===== src/rtl/hub75_fb_arbiter.sv =====
// hub75_fb_arbiter: shares one single-port frame RAM between display reads (front bank) and host writes (back bank),
// with starvation-bounded write priority and frame-boundary bank swapping.
module hub75_fb_arbiter #(
  parameter int hpixel_p = 64,
  parameter int vpixel_p = 64,
  parameter int bpp_p = 8,
  parameter int starve_limit_p = 8,
  localparam int addr_width_p = $clog2(hpixel_p*vpixel_p),
  localparam int data_width_p = 3*bpp_p
) (
  input  logic                    clk,
  input  logic                    rst,
  input  logic                    i_rd_valid,
  output logic                    o_rd_ready,
  input  logic [addr_width_p-1:0] i_rd_addr,
  output logic                    o_rd_valid,
  output logic [data_width_p-1:0] o_rd_data,
  input  logic                    i_wr_valid,
  output logic                    o_wr_ready,
  input  logic [addr_width_p-1:0] i_wr_addr,
  input  logic [data_width_p-1:0] i_wr_data,
  input  logic                    i_swap_req,
  input  logic                    i_frame_done,
  output logic                    o_swap_ack,
  output logic                    o_swap_pending,
  output logic                    o_front_bank,
  output logic                    o_mem_en,
  output logic                    o_mem_we,
  output logic [addr_width_p:0]   o_mem_addr,
  output logic [data_width_p-1:0] o_mem_wdata,
  input  logic [data_width_p-1:0] i_mem_rdata
);
  localparam int cnt_w = $clog2(starve_limit_p+1);
  localparam logic [cnt_w-1:0] lim = cnt_w'(starve_limit_p);
  localparam logic [0:0] RUN = 1'b0;
  localparam logic [0:0] PEND = 1'b1;

  logic [cnt_w-1:0] starve_q, starve_d;
  logic [0:0] state_q, state_d;
  logic front_q, front_d;
  logic ack_q, p1_q, rd_valid_q;
  logic [data_width_p-1:0] rd_data_q;
  logic force_wr, wr_block, swap_exec;

  always_comb begin
    force_wr = starve_q == lim;
    wr_block = state_q == PEND;
    o_wr_ready = i_wr_valid & !wr_block & (!i_rd_valid | force_wr);
    o_rd_ready = i_rd_valid & !(force_wr & i_wr_valid & !wr_block);
    o_mem_en = o_rd_ready | o_wr_ready;
    o_mem_we = o_wr_ready;
    o_mem_addr = o_wr_ready ? {~front_q, i_wr_addr} : o_rd_ready ? {front_q, i_rd_addr} : '0;
    o_mem_wdata = o_wr_ready ? i_wr_data : '0;
    starve_d = (!i_wr_valid | wr_block | o_wr_ready) ? '0 : force_wr ? starve_q : starve_q + 1'b1;
    // a request arriving together with frame_done swaps at once rather than waiting a frame
    swap_exec = i_frame_done & (state_q == PEND | i_swap_req);
    state_d = swap_exec ? RUN : i_swap_req ? PEND : state_q;
    front_d = front_q ^ swap_exec;
  end

  always_ff @(posedge clk or posedge rst) begin
    if (rst) begin
      starve_q <= '0;
      state_q <= RUN;
      front_q <= 1'b0;
      ack_q <= 1'b0;
      p1_q <= 1'b0;
      rd_valid_q <= 1'b0;
      rd_data_q <= '0;
    end else begin
      starve_q <= starve_d;
      state_q <= state_d;
      front_q <= front_d;
      ack_q <= swap_exec;
      p1_q <= o_rd_ready;
      rd_valid_q <= p1_q;
      if (p1_q) rd_data_q <= i_mem_rdata;
    end
  end

  assign o_rd_valid = rd_valid_q;
  assign o_rd_data = rd_data_q;
  assign o_swap_ack = ack_q;
  assign o_swap_pending = state_q == PEND;
  assign o_front_bank = front_q;
endmodule


===== config.mk =====
export PLATFORM = sky130hd
export DESIGN_NAME = hub75_fb_arbiter
export DESIGN_NICKNAME = d
export VERILOG_FILES = /design/src/rtl/hub75_fb_arbiter.sv
export SDC_FILE = /design/constraint.sdc
export NUM_CORES = 1
export LEC_CHECK = 0
export ABC_CLOCK_PERIOD_IN_PS = 2200
export CAP_MARGIN = 15
export CELL_PAD_IN_SITES_DETAIL_PLACEMENT = 1
export CELL_PAD_IN_SITES_GLOBAL_PLACEMENT = 1
export CORE_MARGIN = 2
export CORE_UTILIZATION = 25
export DETAILED_ROUTE_END_ITERATION = 12
export DONT_BUFFER_PORTS = 1
export GPL_TIMING_DRIVEN = 0
export PLACE_DENSITY = 0.59
export SYNTH_ARGS = -nofsm -noshare
export SYNTH_HDL_FRONTEND = slang
export SYNTH_SLANG_ARGS = --single-unit

===== constraint.sdc =====
create_clock -name clk -period 2.2 [get_ports clk]
set_input_delay 0.44 -clock clk [delete_from_list [all_inputs] [get_ports clk]]
set_output_delay 0.44 -clock clk [all_outputs]
set_load 0.05 [all_outputs]

==> metrics.cfg <==
[global_routing]
grt_antenna_before_repair = 0
grt_pass1_vias = 1236
grt_first_pass_wirelength_mm = 6.78
track_usage = 0.122
grt_max_degree = 21
grt-ovfl-total = 0

[final_layout]
fin_area_sq_um = 2110
final_nets = 224
num_antenna_cells = 0
drive_above_1_share = 0.669
layout_commonest_cell = dfrtp_1
fill_cells = 663
final_cell_mix = dfrtp_1 (32), mux2_2 (25), and2_4 (24)
synthToLayoutAreaGrowth_pct = 31.7

[floorplanning]
dieArea_sq_um = 7060
fp.dieW_um = 84.0
start_util = 0.255
rows = 29
design.core.area_sq_um = 6280
io_pins = 147
die_h_um = 84.0

[pwr]
leakage_nw = 0.939
power_mw = 1.73
p_int_mw = 1.02
power.share.clock = 0.248
p_switching_uw = 705
p_sw_frac = 0.408
power.density_nw_per_um2 = 821
p_comb_frac = 0.220
ir_drop_uv = 414
seqPwrFrac = 0.532

[hold_path]
worst_hold_path_type = input port to asynchronous set/reset pin

[yosys]
synth_xor_area_frac = 0.0164
syn_nets = 206
synthMuxAreaShare = 0.176
synth_cells = 126
synth_compound_area_frac = 0.0758
synth.avg_cell_area_sq_um = 12.7
synth_top_family_by_area = multiplexers
ys_seq_area_frac = 0.516
synth_area_leaders = dfrtp_1 (52%), mux2_2 (18%), and2_1 (9.4%), a22o_1 (6.6%), buf_6 (2.8%)
yosysTopAreaCell = dfrtp_1
synth_fa_ha_area_frac = 0.0156
synth_seq_cells = 33
synthSimpleGateAreaFrac = 0.145
synth_top_area_share = 0.516
ys_warn_count = 0
syn_area_sq_um = 1600
synth_cell_type_count = 21

[clock_network]
cts.sinks = 33
cts_tree = yes
cts_hold_buffers = 0
clk_latency_ps = 270
cts_root_buf = clkbuf_8
htreeDepth = 2
clock_path_buffers = 2
clkTransAtPathRegs_ps = 70
cts_buffers = 5

[drt]
first_iter_violations = 15
drc = 0
wl_mm = 4.54
first_pass_iters = 3
antenna_left = 0
vias = 1085
wl_per_cell_um = 20.4
via_per_inst = 4.89

[setup_path]
cp_max_fo = 11
path_class = flop to output port
endpoint_kind = output port
worst_ep_required_time_ps = 1760
cp-start-kind = flop
arrival_ps = 1750

[flow_run]
cap_violations = 0

[timing]
tightest_slew_ps = 591
setup_viol = 0
tns_ps = 0
period_minus_slack_ps = 2190
hold_viol_final = 0
finalCritPeriodShare = 0.993
skew_ps = 2.93
slew_violations = 0
rsz0062_at_grt = true
slew_headroom = 0.605
max_freq_mhz = 458

[placement]
place_area_sq_um = 1720
hpwl_mm = 3.41
io_buffers = 0
routabilityCongestion = 0.645

[outcome]
status = finished clean

## final timing paths
kind | from | end | slack, ps | cells past startpoint
worst max-delay path | o_swap_pending | o_mem_addr[10] | 10 | 4
worst min-delay path | rst | o_rd_data[6] | 110 | 1
worst max register to register | o_swap_pending | p1_q | 910 | 3
worst min register to register | p1_q | o_rd_valid | 370 | 0
max in group asynchronous | rst | o_rd_data[20] | 1590 | 2
min in group clk | i_frame_done | o_swap_pending | 220 | 1
## logic make-up after synthesis
kind of cell	Yosys count
AND/OR/NAND/NOR	36
flip-flops	33
multiplexers	25
AO/OA/AOI/OAI	14
buffers and inverters	13
XOR/XNOR	3
adder cells (fa/ha/maj)	2
## cells in the mapped netlist (all sizes together)
master / instances
dfrtp: 33
a22o: 12
buf: 9
xor2: 2
o21a: 1
nor3: 4
ha: 2
xnor2: 1
nand2: 1
nand2b: 2
nor2b: 1
inv: 4
nand3b: 1
nand3: 1
mux2: 25
nor2: 2
and2: 24
a21oi: 1
## per-stage QoR
stage | setup WS [ps] | hold WS, ps | util | instances
6_report | 14.8 | 112 | 0.336 | 222
5_1_grt | -63.5 | 141 | 0.336 | 222
4_1_cts | 0.635 | 119 | 0.326 | 220
3_5_place_dp | -171 | 369 | 0.275 | 204
3_3_place_gp | -145 | 361 | 0.270 | 203
2_1_floorplan | 32.1 | 349 | - | 126
## repair_timing
action,in CTS,in global routing
cloned,1,1
setup buffers,7,1
resized for setup,79,5
endpoints found under the setup margin,38,32
pin swaps,5,21
## power by group through the flow
stage	Sequential [mW]	Clock [mW]	Combinational (mW)
2_1_floorplan	0.915	0	0.287
3_3_place_gp	0.932	0	0.306
3_5_place_dp	0.934	0	0.320
4_1_cts	0.922	0.455	0.372
5_1_grt	0.928	0.488	0.398
6_report	0.920	0.430	0.380
## cell type report
type | count | area (sq um) | area share
Sequential cell | 33 | 827 | 0.393
Inverter | 4 | 15.0 | 0.00713
Tap cell | 77 | 96.3 | 0.0457
Clock buffer | 5 | 68.8 | 0.0327
Timing Repair Buffer | 11 | 118 | 0.0558
Multi-Input combinational cell | 80 | 872 | 0.414
Buffer | 9 | 92.6 | 0.0439
Clock inverter | 3 | 17.5 | 0.00831
## flip-flops by register name (all words and copies together), names as in the netlist
name and cells:
o_rd_valid 1, o_front_bank 1, o_swap_ack 1, o_rd_data 24, p1_q 1, starve_q 4, o_swap_pending 1
## per-layer routing
metal | vias to the layer above | GRT usage | part of all wire
li1 | 465 | - | -
met1 | 560 | 0.126 | 0.34
met2 | 54 | 0.228 | 0.58
met3 | 6 | 0.0524 | 0.068
met4 | 0 | 0.0264 | 0.011
met5 | - | 0 | 0
## critical path, stage by stage (launching register included)
cell      delay [ps]
dfrtp_2          530
nand2b_4         220
o21a_4           250
buf_12           170
a22o_4           300
Note: power is estimated with default switching activity, not from simulation.
